## config.mk

```make
export PLATFORM = sky130hd
export DESIGN_NAME = uart_frame_parser
export DESIGN_NICKNAME = d
export VERILOG_FILES = /design/src/rtl/uart_frame_parser.sv
export SDC_FILE = /design/constraint.sdc
export NUM_CORES = 1
export LEC_CHECK = 0
export BUFFER_PORTS_ARGS = -buffer_cell sky130_fd_sc_hd__buf_2
export CORE_ASPECT_RATIO = 1.1
export CORE_UTILIZATION = 50
export CTS_CLUSTER_DIAMETER = 120
export CTS_CLUSTER_SIZE = 40
export DETAILED_ROUTE_END_ITERATION = 8
export GPL_TIMING_DRIVEN = 0
export MAX_ROUTING_LAYER = met4
export PLACE_DENSITY = 0.76
export SLEW_MARGIN = 20
export SYNTH_ARGS = -nofsm -noshare
export SYNTH_HDL_FRONTEND = slang
export SYNTH_SLANG_ARGS = --single-unit
```

## constraint.sdc

```tcl
create_clock -name clk -period 5.5 [get_ports clk]
set_input_delay 1.1 -clock clk [delete_from_list [all_inputs] [get_ports clk]]
set_output_delay 1.1 -clock clk [all_outputs]
set_load 0.01 [all_outputs]
```

## src/rtl/uart_frame_parser.sv

```systemverilog
// Frame parser for the UART byte stream: SYNC, CMD, LEN, payload, CHK.
// A good frame is held, with its payload buffered, until the consumer acks it.
module uart_frame_parser #(
  parameter logic [7:0] SYNC    = 8'h55,
  parameter int         ADDR_W  = 4,
  parameter int         TIMEOUT = 104000
) (
  input  logic              clk,
  input  logic              reset,
  input  logic [7:0]        data,
  input  logic              update,
  input  logic              frame_ack,
  input  logic [ADDR_W-1:0] rd_addr,
  output logic [7:0]        rd_data,
  output logic [7:0]        cmd,
  output logic [7:0]        len,
  output logic              frame_valid,
  output logic              frame_err,
  output logic [1:0]        err_code,
  output logic              overrun
);

  localparam logic [2:0] ST_HUNT    = 3'd0;
  localparam logic [2:0] ST_CMD     = 3'd1;
  localparam logic [2:0] ST_LEN     = 3'd2;
  localparam logic [2:0] ST_PAYLOAD = 3'd3;
  localparam logic [2:0] ST_CHK     = 3'd4;
  localparam logic [2:0] ST_HOLD    = 3'd5;

  localparam logic [8:0]  MAX_LEN    = 9'(2**ADDR_W);
  localparam logic [19:0] TIMER_LAST = 20'(TIMEOUT - 1);

  logic [2:0]        state;
  logic [7:0]        chk;
  logic [ADDR_W-1:0] cnt;
  logic [19:0]       timer;
  logic              in_frame;
  logic              timeout_hit;
  logic [7:0]        payload_mem [2**ADDR_W];

  assign in_frame    = (state == ST_CMD) || (state == ST_LEN) ||
                       (state == ST_PAYLOAD) || (state == ST_CHK);
  // A strobe in the would-be timeout cycle wins: the byte is processed instead.
  assign timeout_hit = in_frame && !update && (timer == TIMER_LAST);
  assign frame_valid = (state == ST_HOLD);
  assign rd_data     = payload_mem[rd_addr];

  always_ff @(posedge clk or posedge reset) begin
    if (reset) begin
      state     <= ST_HUNT;
      cmd       <= 8'h00;
      len       <= 8'h00;
      err_code  <= 2'd0;
      cnt       <= '0;
      chk       <= 8'h00;
      timer     <= 20'd0;
      frame_err <= 1'b0;
      overrun   <= 1'b0;
    end else begin
      frame_err <= 1'b0;
      overrun   <= 1'b0;

      if (!in_frame || update)
        timer <= 20'd0;
      else if (timer != 20'hFFFFF)
        timer <= timer + 20'd1;

      if (timeout_hit) begin
        frame_err <= 1'b1;
        err_code  <= 2'd3;
        state     <= ST_HUNT;
      end else if (update) begin
        case (state)
          ST_HUNT: begin
            if (data == SYNC)
              state <= ST_CMD;
          end
          ST_CMD: begin
            cmd   <= data;
            chk   <= data;
            state <= ST_LEN;
          end
          ST_LEN: begin
            if ({1'b0, data} > MAX_LEN) begin
              frame_err <= 1'b1;
              err_code  <= 2'd1;
              state     <= ST_HUNT;
            end else begin
              len   <= data;
              chk   <= chk ^ data;
              cnt   <= '0;
              state <= (data == 8'h00) ? ST_CHK : ST_PAYLOAD;
            end
          end
          ST_PAYLOAD: begin
            chk <= chk ^ data;
            cnt <= cnt + 1'b1;
            if (8'(cnt) == len - 8'd1)
              state <= ST_CHK;
          end
          ST_CHK: begin
            if (data == chk) begin
              state <= ST_HOLD;
            end else begin
              frame_err <= 1'b1;
              err_code  <= 2'd2;
              state     <= ST_HUNT;
            end
          end
          ST_HOLD: overrun <= 1'b1;
          default: state <= ST_HUNT;
        endcase
      end

      if (state == ST_HOLD && frame_ack)
        state <= ST_HUNT;
    end
  end

  // Payload buffer has no reset; it is only meaningful while a frame is held.
  always_ff @(posedge clk) begin
    if (update && state == ST_PAYLOAD)
      payload_mem[cnt] <= data;
  end

endmodule

```

==> summary.txt, run 1 <==
Placement
  • Cell area after placement: 8500 um^2
  • RePlAce Congestion: 0.916
  • DP Worst Slack: 1.35 ns
  • DP HPWL: 10800 um
  • Port Buf Inserts: 41

Worst setup path
  • Required time worst endpoint: 4.40 ns
  • Critical path capture point type: output port
  • Maximum net fanout on the critical path: 10
  • Worst path arrival time: 2.99 ns
  • CP Launch Type: primary input
  • Crit Path Class: in -> out

Die
  • Die Area: 16600 um^2
  • Die W: 123 um
  • Num rows: 48
  • # IOs: 45
  • Initial Util: 51.3%
  • Die H: 135 um
  • Core footprint: 15700 um^2

Clock tree
  • CTS sink count: 183
  • Root buf cell: clkbuf_16
  • CTS tree: done
  • # hold bufs at CTS: 0
  • Clock buffer depth: 2
  • H-tree levels: 4
  • Worst skew pair latency: 0.43 ns
  • Post_cts resized: 0
  • Cts bufs inserted: 17
  • Clk slew on worst S/H paths: 0.06 ns
  • Post-CTS setup buffers: 0

Cells and area
  • Layout area overhead: 13.2%
  • Non-Filler Cell Area, Final: 9100 um^2
  • Seq. cell area: 5220 um^2
  • Share of layout cells above drive strength 1: 24.7%
  • Final-stage net count: 601
  • ANT cells: 0
  • Final core occ: 58.1%
  • Area of the multi-input gates: 2680 um^2
  • Fillers: 1189

Routing
  • WL final: 16500 um
  • Post-route ant nets: 0
  • Vias per cell: 6.03
  • Per-cell routed wire length: 20.8 um
  • Vias: 4777
  • DRC viols: 0
  • DRT iter0 DRCs: 401
  • First drt pass iteration count: 5

Synth
  • Largest cells by area after synthesis: edfxtp_1 48%, dfrtp_1 17%, mux4_2 11%, mux2_2 2.0%, nor2_1 1.6%
  • Fraction of synthesized area in multiplexers: 14.3%
  • Post-synth cell types: 55
  • Main combinational cell family by area after synthesis: multiplexers
  • Mapped Cells: 519
  • Syn_nets: 541
  • Compound-gate portion of the synthesized area: 5.48%
  • Async SR Flop Fraction: 30.1%
  • Post-Synth Adder-Cell Area: 0.934%
  • Synth top area share: 47.8%
  • Post-Syn Area: 8040 um^2
  • Synth area leader: edfxtp_1
  • Register bit count reported by yosys: 183
  • Seq/Total Area, Yosys: 64.9%
  • Post-Synth Simple-Gate Area: 10.2%
  • Ys Warns: 0
  • Syn_area_per_cell: 15.5 um^2
  • Most used DFF post-synth: edfxtp_1
  • EDFF count, synth: 128
  • Post-Synth XOR/XNOR Area: 2.29%

STA
  • Clock skew: 0.0111 ns
  • Setup Viol. Count Final: 0
  • Fmax: 244 MHz
  • Min Tclk post-route: 4.09 ns
  • Relative slew slack: 23.5%
  • Final WS setup: 1.41 ns
  • Worst-margin pin slew: 1.14 ns
  • Period utilization: 74.4%
  • Fin Setup TNS: 0 ns
  • Hold slack: 0.476 ns
  • RSZ-0062 raised after global routing: no
  • Hold Fails Final Rpt: 0
  • Final slew viol count: 0

Power and ir drop
  • Power per cell area: 357 nW/um^2
  • Worst VDD drop: 0.263 mV
  • Leak: 0.00335 uW

GRT
  • GR Util met2: 37.2%
  • GR Util All Layers: 22.6%
  • Total gr overflow: 0
  • Vias in the first global route: 4856
  • Most used routing layer: met2
  • First-pass GRT wire length: 26100 um
  • Largest net degree at the start of global routing: 56
  • Met3 usage: 5.11%
  • Met1 GRT Util: 27.0%
  • Initial antenna violation count: 0

Run
  • Max_cap viols: 0

Hold path
  • HP Class: reg -> reg

Run status
  • Outcome: finished clean
## registers in the layout (all words and copies together), names as in the netlist
name         flops
err_code         2
payload_mem    128
chk              8
overrun          1
timer           20
frame_err        1
cnt              4
len              8
state            3
cmd              8
## layout by cell type, fill, tap and decap left out, drive strengths merged, types with 9 or more instances in the layout
master	instances
or4	9
a21o	9
nand3	10
nand2	23
mux2	14
nor2	35
a21oi	14
nor3	12
o21ai	10
xnor2	15
buf	52
and2	9
edfxtp	128
mux2i	9
mux4	40
dfrtp	55
clkbuf	34
## cell type report
| class | count | share of cell area, % |
|---|---|---|
| Sequential cell | 183 | 57.4 |
| Timing Repair Buffer | 41 | 2.25 |
| Buffer | 27 | 1.36 |
| Tap cell | 200 | 2.75 |
| Clock buffer | 18 | 4.72 |
| Clock inverter | 14 | 1.75 |
| Multi-Input combinational cell | 301 | 29.5 |
| Inverter | 8 | 0.357 |
## through the flow
| step | instances | power, uW |
|---|---|---|
| floorplan | 519 | 1930 |
| global route | 792 | 3370 |
| finish | 792 | 3250 |
| global placement | 760 | 2040 |
| detailed placement | 760 | 2070 |
| CTS | 792 | 3260 |
## per-layer routing
layer | vias up | wire length [um]
met5 | - | 0
met4 | 0 | 320
met2 | 151 | 8680
li1 | 2143 | -
met3 | 23 | 772
met1 | 2460 | 6720
## synthesized netlist by cell type (9+ instances only)
master / instances
mux2i_1: 9
mux4_2: 40
a21oi_1: 14
nand2_1: 23
xnor2_1: 15
o21ai_0: 10
a21o_1: 9
nand3_1: 10
mux2_2: 14
dfrtp_1: 55
edfxtp_1: 128
clkbuf_1: 16
nor2_1: 35
nor3_1: 11
## worst paths after layout
check | startpoint | end | slack, ns | depth (start not counted)
worst max-delay path | rd_addr[0] | rd_data[0] | 1.41 | 5
worst min-delay path | err_code[0]$_DFFE_PP0P_ | err_code[0]$_DFFE_PP0P_ | 0.48 | 1
worst max register to register | state[0]$_DFFE_PP0P_ | payload_mem[2][1]$_DFFE_PP_ | 2.80 | 5
worst min register to register | err_code[0]$_DFFE_PP0P_ | err_code[0]$_DFFE_PP0P_ | 0.48 | 1
max in group asynchronous | reset | timer[2]$_DFFE_PP0P_ | 4.27 | 2
min in group asynchronous | reset | err_code[0]$_DFFE_PP0P_ | 0.78 | 2
## where the power goes
group	switching, uW	internal [uW]	leakage, uW
sequential	48.3	1600	0.00188
combinational	236	160	0.00118
clock	498	709	0.000283
## cell families after synthesis
family,after synthesis
compound gates,64
xor+xnor,21
fa+ha+maj,6
buf+inv,35
flops,183
mux,63
simple gates,147
## worst max-delay path: stages
cell	delay (ns)
clkbuf_1	0.22
buf_2	0.40
mux4_2	0.61
mux4_2	0.49
buf_2	0.16
Power figures use the tool's default switching activity.
==> run 2: changes to the inputs <==
- ABC_AREA: unset -> 1
- clock period: 5.5 -> 4.1 ns (I/O delays scaled with it)
==> summary.txt, run 2 <==
Worst setup path
  • Reg2Reg Depth: 8 (was 5)
  • Critical R2R Launch: state[2]$_DFFE_PP0P_ (was state[0]$_DFFE_PP0P_)
  • Worst path arrival time: 2.36 ns (was 2.99 ns)
  • Worst stage delay on the critical path: 0.44 ns (was 0.61 ns)
  • Slowest-stage cell, CP: clkbuf_1 (was mux4_2)
  • Maximum net fanout on the critical path: 10 (unchanged)
  • Worst R2R Setup Slack: 1.55 ns (was 2.80 ns)
  • CP Launch Type: primary input (unchanged)
  • Critical path capture point type: output port (unchanged)
  • Setup crit start: rd_addr[1] (was rd_addr[0])
  • Crit Path Class: in -> out (unchanged)
  • Reg-to-reg endpoint: payload_mem[5][3]$_DFFE_PP_ (was payload_mem[2][1]$_DFFE_PP_)
  • Required time worst endpoint: 3.28 ns (was 4.40 ns)
  • Critical path, cell by cell: clkbuf_1 > clkbuf_1 > a21oi_1 > o21ai_0 > o21ai_0 > o211ai_1 > nand2_1 > buf_2 (was clkbuf_1 > buf_2 > mux4_2 > mux4_2 > buf_2)

STA
  • Period utilization: 77.6%
  • Min Tclk post-route: 3.18 ns
  • Clock skew: 0.00896 ns (was 0.0111 ns)
  • Final slew viol count: 0 (unchanged)
  • Worst-margin pin slew: 0.982 ns (was 1.14 ns)
  • Fin Setup TNS: 0 ns (unchanged)
  • Relative slew slack: 34.3% (was 23.5%)
  • Fmax: 314 MHz
  • RSZ-0062 raised after global routing: no (unchanged)
  • Setup Viol. Count Final: 0 (unchanged)
  • Hold Fails Final Rpt: 0 (unchanged)

GRT
  • Initial antenna violation count: 0 (unchanged)
  • Total gr overflow: 0 (unchanged)
  • Largest net degree at the start of global routing: 56 (unchanged)
  • First-pass GRT wire length: 30700 um (was 26100 um)
  • Vias in the first global route: 5745 (was 4856)
  • GR Util All Layers: 23.8% (was 22.6%)

Power and ir drop
  • Worst VDD drop: 0.331 mV (was 0.263 mV)
  • Clock network fraction of total power: 32.0% (was 37.1%)
  • Leak: 0.00383 uW (was 0.00335 uW)
  • Switching share of total power: 30.7% (was 24.1%)
  • Sw power: 1500 uW (was 783 uW)
  • Power per cell area: 517 nW/um^2 (was 357 nW/um^2)
  • Int Power: 3380 uW (was 2470 uW)
  • Sequential power share: 46.3% (was 50.7%)
  • Comb power frac: 21.7% (was 12.2%)

Synth
  • Most used DFF post-synth: edfxtp_1 (unchanged)
  • Seq/Total Area, Yosys: 61.9% (was 64.9%)
  • Syn_area_per_cell: 10.6 um^2 (was 15.5 um^2)
  • Async SR Flop Fraction: 30.1% (unchanged)
  • Largest cells by area after synthesis: edfxtp_1 46%, dfrtp_1 16%, nand2_1 5.2%, inv_1 4.2%, mux2i_1 3.8% (was edfxtp_1 48%, dfrtp_1 17%, mux4_2 11%, mux2_2 2.0%, nor2_1 1.6%)
  • Synth area leader: edfxtp_1 (unchanged)
  • Post-Synth Adder-Cell Area: 0.891% (was 0.934%)
  • Fraction of synthesized area in multiplexers: 3.93% (was 14.3%)
  • Syn_nets: 815 (was 541)
  • Compound-gate portion of the synthesized area: 11.7% (was 5.48%)
  • Synth cell count leaders: 128 x edfxtp_1, 117 x nand2_1, 95 x inv_1 (was 128 x edfxtp_1, 55 x dfrtp_1, 40 x mux4_2)
  • Post-Syn Area: 8430 um^2 (was 8040 um^2)
  • Ys Warns: 0 (unchanged)
  • Post-synth cell types: 42 (was 55)
  • Mapped Cells: 793 (was 519)
  • EDFF count, synth: 128 (unchanged)
  • Register bit count reported by yosys: 183 (unchanged)
  • Post-Synth Simple-Gate Area: 14.0% (was 10.2%)
  • Cell with the most instances after synthesis: edfxtp_1 (unchanged)
  • Synth top area share: 45.6% (was 47.8%)
  • Main combinational cell family by area after synthesis: simple AND/OR/NAND/NOR gates (was multiplexers)
  • Post-Synth XOR/XNOR Area: 1.45% (was 2.29%)

Run
  • Max_cap viols: 0 (unchanged)

Placement
  • DP HPWL: 13000 um (was 10800 um)
  • Port Buf Inserts: 39 (was 41)
  • Placed instance count: 1036 (was 760)
  • RePlAce Congestion: 0.959 (was 0.916)

Clock tree
  • CTS sink count: 183 (unchanged)
  • Worst skew pair latency: 0.43 ns (about the same)
  • Root buf cell: clkbuf_16 (unchanged)
  • Post-CTS setup buffers: 0 (unchanged)
  • Post_cts resized: 0 (unchanged)
  • Cts bufs inserted: 17 (unchanged)
  • Clock buffer depth: 2 (unchanged)
  • CTS tree: done (unchanged)
  • H-tree levels: 4 (unchanged)
  • # hold bufs at CTS: 0 (unchanged)
  • Clk slew on worst S/H paths: 0.07 ns (was 0.06 ns)

Cells and area
  • ANT cells: 0 (unchanged)
  • Max reg flops: 128 (unchanged)
  • Seq. cell area: 5220 um^2 (unchanged)
  • Fillers: 1392 (was 1189)
  • Area of the multi-input gates: 2690 um^2 (was 2680 um^2)
  • Share of layout cells above drive strength 1: 12.4% (was 24.7%)
  • Final-stage net count: 873 (was 601)
  • Largest regs: payload_mem x128, timer x20 (unchanged)
  • Commonest non-fill, non-tap cell in the layout: edfxtp_1 (unchanged)
  • Layout area overhead: 12.1% (was 13.2%)
  • Most frequent cells in the layout: 128 x edfxtp_1, 117 x nand2_1, 94 x inv_1 (was 128 x edfxtp_1, 55 x dfrtp_1, 47 x buf_2)
  • Most flop-heavy register: payload_mem (unchanged)
  • Layout Cells excl Fill: 1068 (was 792)

Routing
  • WL final: 18800 um (was 16500 um)
  • Post-route ant nets: 0 (unchanged)
  • DRT iter0 DRCs: 535 (was 401)
  • Vias: 5957 (was 4777)
  • First drt pass iteration count: 5 (unchanged)
  • Vias per cell: 5.58 (was 6.03)
  • Per-cell routed wire length: 17.6 um (was 20.8 um)
  • DRC viols: 0 (unchanged)

Run status
  • Outcome: finished clean (unchanged)

Die
  • Core footprint: 16400 um^2 (was 15700 um^2)
  • Num rows: 49 (was 48)
  • Die W: 126 um (was 123 um)
  • # IOs: 45 (unchanged)
  • Initial Util: 51.3% (about the same)
  • Die H: 138 um (was 135 um)
  • Die Area: 17400 um^2 (was 16600 um^2)

Hold path
  • HP Class: in -> async (was reg -> reg)
[run 2: power by group through the flow]
stage / Sequential [uW] / Clock (uW) / Combinational [uW]
floorplan: 2300 / 0 / 730
global placement: 2290 / 0 / 1020
detailed placement: 2300 / 0 / 1050
CTS: 2260 / 1580 / 1060
global route: 2280 / 1640 / 1200
finish: 2260 / 1560 / 1060
[run 2: final cells by class]
| type | instances | area share (%) |
|---|---|---|
| Clock buffer | 20 | 4.73 |
| Buffer | 30 | 1.46 |
| Clock inverter | 12 | 1.26 |
| Timing Repair Buffer | 39 | 2.07 |
| Tap cell | 204 | 2.70 |
| Inverter | 101 | 4.05 |
| Sequential cell | 183 | 55.3 |
| Multi-Input combinational cell | 479 | 28.5 |
[run 2: metal layers]
metal / global-route usage (%) / vias to the layer above / share of wire (%) / routed length [um]
li1: - / 2885 / - / -
met1: 31.7 / 2861 / 45 / 8380
met2: 36.9 / 190 / 48 / 9100
met3: 4.53 / 21 / 5.3 / 997
met4: 7.55 / 0 / 1.8 / 336
met5: - / - / 0 / 0
[run 2: logic make-up (layout without fill, tap and decap cells)]
family	after synthesis	after routing
flops	183	183
simple gates	261	261
compound gates	165	165
fa+ha+maj	6	6
mux	33	33
xor+xnor	14	14
buf+inv	131	202
[run 2: metrics by stage]
step	setup slack (ns)	utilization (%)	power (uW)	instance area, um^2	hold slack, ns
floorplan	1.48	-	3030	8430	0.484
global placement	0.971	54.0	3310	8880	0.474
detailed placement	0.952	54.1	3350	8880	0.476
CTS	0.951	57.5	4900	9450	0.502
global route	0.778	57.5	5120	9450	0.525
finish	0.918	57.5	4880	9450	0.494
[run 2: how the worst max path moves through the flow]
stage | endpoint | slack, ns
after floorplan | rd_data[0] | 1.48
after global placement | rd_data[6] | 0.97
after detailed placement | rd_data[6] | 0.95
after CTS | rd_data[6] | 0.95
after global routing | rd_data[6] | 0.78
final | rd_data[6] | 0.92
[run 2: worst max-delay path: cells and delay by family]
kind                   cells  cell delay (ns)
AOI/OAI and AO/OA          4             0.61
buffers and inverters      3             0.83
and+or+nand+nor            1             0.08
